### src/rtl/restoring_divider_pkg.sv
// Shared definitions for the restoring divider: state encoding, default
// operand width and the helper that sizes the step counter.
package restoring_divider_pkg;

    localparam int DIV_DEFAULT_W = 4;

    typedef logic [1:0] div_state_t;

    localparam div_state_t ST_IDLE = 2'd0;
    localparam div_state_t ST_RUN  = 2'd1;
    localparam div_state_t ST_DONE = 2'd2;

    // The counter must hold the value W itself, hence one bit above clog2(W).
    function automatic int div_cnt_width(input int w);
        return $clog2(w) + 1;
    endfunction

endpackage

### src/rtl/restoring_divider_div_step.sv
// One restoring-division step: shift the next dividend bit into the partial
// remainder, try subtracting the divisor and keep the trial only if it did
// not go negative. Purely combinational.
module div_step
    import restoring_divider_pkg::*;
#(
    parameter int W = DIV_DEFAULT_W
) (
    input  logic [W:0]   rem_in,
    input  logic         in_bit,
    input  logic [W-1:0] divisor,
    output logic [W:0]   rem_out,
    output logic         q_bit
);

    logic [W+1:0] shifted;
    logic [W+1:0] trial;

    // The partial remainder is always below the divisor, so the shifted value
    // fits in W+1 bits; the extra top bit of trial acts purely as its sign.
    always_comb begin
        shifted = {rem_in, in_bit};
        trial   = shifted - {2'b00, divisor};
        q_bit   = ~trial[W+1];
        rem_out = trial[W+1] ? shifted[W:0] : trial[W:0];
    end

endmodule

### src/rtl/restoring_divider.sv
// Multi-cycle unsigned restoring divider. A start pulse in IDLE latches the
// operands; W RUN cycles each retire one quotient bit; DONE presents the
// result with a one-cycle done pulse. Divide by zero skips straight to DONE.
module restoring_divider
    import restoring_divider_pkg::*;
#(
    parameter int W = DIV_DEFAULT_W
) (
    input  logic         clk,
    input  logic         rst,
    input  logic         start,
    input  logic [W-1:0] dividend,
    input  logic [W-1:0] divisor,
    output logic         busy,
    output logic         done,
    output logic [W-1:0] quotient,
    output logic [W-1:0] remainder,
    output logic         div_by_zero
);

    localparam int CW = div_cnt_width(W);

    div_state_t   state;
    logic [CW-1:0] cnt;
    logic [W:0]   rem_reg;
    logic [W-1:0] q_reg;
    logic [W-1:0] dvs_reg;

    logic [W:0]   step_rem;
    logic         step_qbit;
    logic [W-1:0] q_next;

    // The quotient register starts out holding the dividend; its MSB is the
    // next dividend bit to shift into the remainder, and quotient bits fill
    // in from the bottom as the dividend bits drain out of the top.
    div_step #(.W(W)) u_step (
        .rem_in  (rem_reg),
        .in_bit  (q_reg[W-1]),
        .divisor (dvs_reg),
        .rem_out (step_rem),
        .q_bit   (step_qbit)
    );

    // Shifted quotient register including the freshly decided bit.
    always_comb begin
        q_next = {q_reg[W-2:0], step_qbit};
    end

    // FSM, datapath registers and result registers; results only change on
    // the transition into DONE so they hold between operations.
    always_ff @(posedge clk or posedge rst) begin
        if (rst) begin
            state       <= ST_IDLE;
            cnt         <= '0;
            rem_reg     <= '0;
            q_reg       <= '0;
            dvs_reg     <= '0;
            quotient    <= '0;
            remainder   <= '0;
            div_by_zero <= 1'b0;
        end else begin
            case (state)
                ST_IDLE: begin
                    if (start) begin
                        q_reg   <= dividend;
                        dvs_reg <= divisor;
                        rem_reg <= '0;
                        cnt     <= CW'(W);
                        if (divisor == '0) begin
                            state       <= ST_DONE;
                            quotient    <= '1;
                            remainder   <= dividend;
                            div_by_zero <= 1'b1;
                        end else begin
                            state <= ST_RUN;
                        end
                    end
                end
                ST_RUN: begin
                    rem_reg <= step_rem;
                    q_reg   <= q_next;
                    cnt     <= cnt - CW'(1);
                    if (cnt == CW'(1)) begin
                        state       <= ST_DONE;
                        quotient    <= q_next;
                        remainder   <= step_rem[W-1:0];
                        div_by_zero <= 1'b0;
                    end
                end
                ST_DONE: begin
                    state <= ST_IDLE;
                end
                default: begin
                    state <= ST_IDLE;
                end
            endcase
        end
    end

    // Status outputs decode directly from the state.
    always_comb begin
        busy = (state != ST_IDLE);
        done = (state == ST_DONE);
    end

endmodule

### config.mk
export PLATFORM = sky130hd
export DESIGN_NAME = restoring_divider
export DESIGN_NICKNAME = d
export VERILOG_FILES = /design/src/rtl/restoring_divider_pkg.sv /design/src/rtl/restoring_divider_div_step.sv /design/src/rtl/restoring_divider.sv
export SDC_FILE = /design/constraint.sdc
export NUM_CORES = 1
export LEC_CHECK = 0
export BUFFER_PORTS_ARGS = -buffer_cell sky130_fd_sc_hd__buf_2
export CAP_MARGIN = 30
export CORE_MARGIN = 1
export CORE_UTILIZATION = 31
export CTS_BUF_LIST = sky130_fd_sc_hd__clkbuf_16
export DETAILED_ROUTE_END_ITERATION = 7
export PLACE_DENSITY_LB_ADDON = 0.08
export REMOVE_ABC_BUFFERS = 1
export SLEW_MARGIN = 15
export SYNTH_ARGS = -nofsm -noshare
export SYNTH_HDL_FRONTEND = slang
export SYNTH_HIERARCHICAL = 1
export SYNTH_SLANG_ARGS = --single-unit
### constraint.sdc
create_clock -name clk -period 3 [get_ports clk]
set_input_delay 0.6 -clock clk [delete_from_list [all_inputs] [get_ports clk]]
set_output_delay 0.6 -clock clk [all_outputs]
set_load 0.005 [all_outputs]
Word-level counts from Yosys, hierarchy flattened
Index checks and enable logic that the tools add are counted.
{"block": "totals", "regBits": 27, "latchBits": 0, "ramBits": 0, "mem_bits_ro": 0, "in_bits": 11, "n_memories": 0}
{"block": "op_classes", "add_sub_neg": 2, "multipliers": 0, "div_mod_pow": 0, "magnitude_cmp": 0, "eq_ne": 6, "shifts": 0, "n_mux": 23, "bitwise": 1, "reduce_logical": 8}
{"op": "$mux W4", "count": 7}
{"op": "$pmux W4 S2", "count": 3}
{"op": "$mux W5", "count": 2}
{"op": "$pmux W5 S2", "count": 1}
{"op": "$mux W2", "count": 3}
{"op": "$ne A2 B2 Y1 const B", "count": 3}
{"op": "$pmux W3 S2", "count": 1}
{"op": "$reduce_and A2 Y1", "count": 3}
{"op": "$sub A6 B4 Y6", "count": 1}
{"op": "$logic_not A4 Y1", "count": 1}
{"op": "$pmux W2 S2", "count": 1}
{"op": "$reduce_and A4 Y1", "count": 1}
{"op": "$reduce_bool A2 Y1", "count": 2}
{"op": "$eq A3 B1 Y1 const B", "count": 1}
{"op": "$mux W1", "count": 3}
{"op": "$mux W3", "count": 1}
{"op": "$sub A3 B1 Y3 const B", "count": 1}
{"op": "$eq A2 B1 Y1 const B", "count": 1}
{"op": "$eq A2 B2 Y1 const B", "count": 1}
{"op": "$logic_not A2 Y1", "count": 1}
{"op": "$pmux W1 S2", "count": 1}
{"op": "$not A1 Y1", "count": 1}

Longest topological paths before layout
{"block": "depth", "depth_word": 4, "depth_mapped": 9}

By module
Netlist, hierarchy kept.
{"module": "restoring_divider", "instances": 1, "cells_per_inst": 104, "area_per_inst_um2": 1260.0, "seq_area_each_um2": 675.6}
{"module": "div_step", "instances": 1, "cells_per_inst": 37, "area_per_inst_um2": 344.1, "seq_area_each_um2": 0.0}

Worst setup path before layout
Ideal clock, no wire load.
{"block": "synth_timing", "kind": "reg2reg", "start": "reg rem_reg[1]", "end": "reg remainder[1]", "setup_ns": 0.125, "arrival_time_ns": 2.132, "slack_ns": 0.743, "path_stages_with_launch": 9, "n_path_buf": 0, "cell_sequence": "dfrtp_1 ha_1 nor2_2 a21oi_4 a21boi_4 xnor2_4 mux2_4 mux2_2 mux2_4"}
{"block": "synth_between", "elab_chain_len": 4}
{"element": "from (decl)", "line": "restoring_divider.sv:25", "rtl": "logic [W:0] rem_reg;"}
{"element": "from (signal assigned)", "line": "restoring_divider.sv:80", "rtl": "rem_reg <= step_rem;"}
{"element": "$sub A6 B4 Y6", "line": "restoring_divider_div_step.sv:23", "rtl": "trial = shifted - {2'b00, divisor};"}
{"element": "$mux W5", "line": "restoring_divider_div_step.sv:25", "rtl": "rem_out = trial[W+1] ? shifted[W:0] : trial[W:0];"}
{"element": "net step_rem[1]", "line": "restoring_divider.sv:29", "rtl": "logic [W:0] step_rem;"}
{"element": "$mux W4", "line": "restoring_divider.sv:83", "rtl": "if (cnt == CW'(1)) begin"}
{"element": "$pmux W4 S2", "line": "restoring_divider.sv:62", "rtl": "case (state)"}
{"element": "to (signal assigned)", "line": "restoring_divider.sv:72", "rtl": "remainder <= dividend;"}
{"element": "to (signal assigned)", "line": "restoring_divider.sv:86", "rtl": "remainder <= step_rem[W-1:0];"}
{"element": "to (decl)", "line": "restoring_divider.sv:17", "rtl": "output logic [W-1:0] remainder,"}
The timed path passes the listed nets, and every way through them passes these cells. The select of a mux whose other input is x is not followed.
A chain may end at the register's enable or synchronous reset.

Final worst setup path
Same ends and word-level chain as after synthesis.

==> results.toml <==
[synth]
synth-seq-cells = 27
synth_top_area_frac = 0.4212
synth_area_leader_cell = "dfrtp_1"
synth_area_leaders = "dfrtp_1, mux2_4, ha_1, mux2_2, a22o_1"
seq_area_frac_synth = 0.4212
synth_cells = 141
ys_top_cells_by_count = "dfrtp_1, inv_1, nand2_1"
yosysWarnings = 6
synth-async-reset-ratio = 1.000
syn_avg_cell_area_um2 = 11.38
synth-main-ff-cell = "dfrtp_1"
synth_edf_count = 0
synth_most_common_cell = "dfrtp_1"
synth_area_mm2 = 0.001604
synth_cell_types = 41

[clock_tree]
cts_tree = "done"
clockRootBuffer = "clkbuf_16"
clk_path_buf_depth = 2
cts_resized = 0
ctsHtreeMaxLevel = 1
insertion_delay_ps = 260
clock_sinks = 27
post_cts_buffers = 0
cts_buffers = 3
hold_buffers = 0
clk_transition_reported_paths_ps = 70

[power_and_ir_drop]
clockPowerShare = 0.129
p_sw_frac = 0.3904
total_power_w = 0.002346
intPower_w = 0.001430
p_per_area_mw_per_mm2 = 1266
p_leak_nw = 0.9397
pwr-share-comb = 0.572
seq_power_share = 0.299
p_switching_w = 0.0009159
vdd_drop_max_mv = 0.3651

[routing]
wl_met3_um = 111
vias = 1095
postRouteAntennaNets = 0
drcViolationCount = 0
firstDrtPassIters = 4
routed_wl_um = 3191
routed.top_layer = "met4"
vias_per_cell = 4.761
drt_iter0_drc = 18
dr_wl_met2_um = 1467
wl_per_cell_um = 13.87
wl_met1_um = 1580

[floorplanning]
die_y_um = 73.93
ios = 22
dieArea_mm2 = 0.005466
core_area_mm2 = 0.004848
fp.dieW_um = 73.93
rows = 25
initial_core_util = 0.3308

[final_layout]
drive_gt1_frac = 0.3190
largest_reg_flops = 5
finalNonFillerCells = 230
syn2layout_area_growth_pct = 15.52
diodes = 0
final_area_mm2 = 0.001853
final.fill_count = 488
layout.nets = 182
fin_util = 0.3822

[place]
place_hpwl_um = 2390
dpl_cell_area_mm2 = 0.001773
numPlacedInstances = 226
gp_congestion = 0.7352
portBuffers = 21

[worst_setup_path]
rr_endpoint = "remainder[1]$_DFFE_PP0P_"
r2r_start = "rem_reg[1]$_DFFE_PP0P_"
cp_max_fo = 5
start_kind = "flip-flop"
cp.required_ps = 3150
arrival_ps = 2540
reg2reg_depth = 8
r2r_slack_ps = 610
endpoint_kind = "flip-flop"
crit_type = "flip-flop to flip-flop"

[global_route]
grt_pass1_vias = 1079
grtUsageTotal = 0.1304
grt_max_degree = 28
grt_pass1_wl_um = 5326
grt-ovfl-total = 0
antenna_found_initial = 0

[flow_run]
max-cap-violations = 0

[sta]
clock.fmax_mhz = 417.8
grt_setup_unrepaired = "false"
hold_violations = 0
finalCritPeriodShare = 0.7978
worst_slew_pin_slew_ps = 590.4
min_period_ps = 2393
fin_skew_ps = 3.762
maxSlewHeadroom = 0.6056
setup_violations = 0
tns_ps = 0
drv_slew = 0

[status]
status = "complete, no violations"

[min_path]
hold_path.class = "input port to asynchronous set/reset pin"
-- layout by cell type (no fill, tap or decap), types with 2 or more instances in the layout --
cell type	netlist	layout
nor2_1	5	5
mux2_4	6	6
ha_1	6	6
nor2b_1	4	4
nand2_1	8	8
mux2_1	2	2
o21ai_0	5	5
mux2i_1	5	5
nand2b_1	3	3
nand3b_1	2	2
o22ai_1	2	2
o21ai_1	3	3
inv_1	13	13
buf_4	1	3
and3b_1	4	4
dfrtp_1	27	27
a22o_1	6	6
a211oi_1	2	2
clkbuf_16	0	3
nor2_2	2	2
a21oi_1	7	7
mux2_2	6	6
buf_2	1	21
-- routing by layer --
metal | global-route usage | up-vias
li1 | - | 535
met1 | 0.1768 | 534
met2 | 0.2081 | 22
met3 | 0.03388 | 4
met4 | 0.03205 | 0
met5 | 0 | -
-- cells by family (layout without fill, tap and decap cells) --
| kind of cell | Yosys count | count (layout) | share of synthesized area |
|---|---|---|---|
| multiplexers | 19 | 19 | 0.1435 |
| AND/OR/NAND/NOR | 35 | 35 | 0.1466 |
| AO/OA/AOI/OAI | 31 | 31 | 0.1474 |
| buffers and inverters | 20 | 42 | 0.05928 |
| flip-flops | 27 | 27 | 0.4212 |
| XOR/XNOR | 2 | 2 | 0.02262 |
| adder cells (fa/ha/maj) | 7 | 7 | 0.05928 |
-- critical path: stages, from the launching register on --
cell and delay, ps:
dfrtp_1 400, ha_1 340, nor2_2 200, a21oi_4 80, a21boi_4 230, xnor2_4 180
mux2_4 330, mux2_2 260, mux2_4 260
-- stage by stage --
stage	hold slack (ps)	setup WS (ps)
4_1_cts	403.2	604.1
3_5_place_dp	474.7	622.3
3_3_place_gp	464.4	672.9
2_1_floorplan	449.8	743.0
5_1_grt	418.3	506.2
6_report	386.8	606.5
-- power groups by stage --
stage          clock network [W]  registers, W  logic (W)
2_1_floorplan                  0      0.000679    0.00106
3_3_place_gp                   0      0.000706    0.00133
3_5_place_dp                   0      0.000712    0.00135
4_1_cts                 0.000320      0.000705    0.00136
5_1_grt                 0.000331      0.000733    0.00150
6_report                0.000303      0.000702    0.00134
-- worst max path at each step --
| stage | start | end | slack (ps) | cells after the start |
|---|---|---|---|---|
| 6_report | rem_reg[1]$_DFFE_PP0P_ | remainder[1]$_DFFE_PP0P_ | 610 | 8 |
| 4_1_cts | rem_reg[1]$_DFFE_PP0P_ | remainder[2]$_DFFE_PP0P_ | 600 | 8 |
| 5_1_grt | rem_reg[1]$_DFFE_PP0P_ | remainder[2]$_DFFE_PP0P_ | 510 | 8 |
| 3_3_place_gp | rem_reg[1]$_DFFE_PP0P_ | remainder[1]$_DFFE_PP0P_ | 670 | 8 |
| 2_1_floorplan | rem_reg[1]$_DFFE_PP0P_ | remainder[1]$_DFFE_PP0P_ | 740 | 8 |
| 3_5_place_dp | rem_reg[1]$_DFFE_PP0P_ | remainder[2]$_DFFE_PP0P_ | 620 | 8 |
-- area by class of cell --
| class | instances | area, um^2 | area share |
|---|---|---|---|
| multi-input combinational | 94 | 833.3 | 0.4497 |
| sequential | 27 | 675.6 | 0.3646 |
| timing repair buffer | 24 | 127.6 | 0.06887 |
| tap | 67 | 83.83 | 0.04524 |
| clock buffer | 3 | 75.07 | 0.04051 |
| inverter | 14 | 52.55 | 0.02836 |
| clock inverter | 1 | 5.005 | 0.002701 |
No activity file was read; power rests on OpenSTA's default activity.
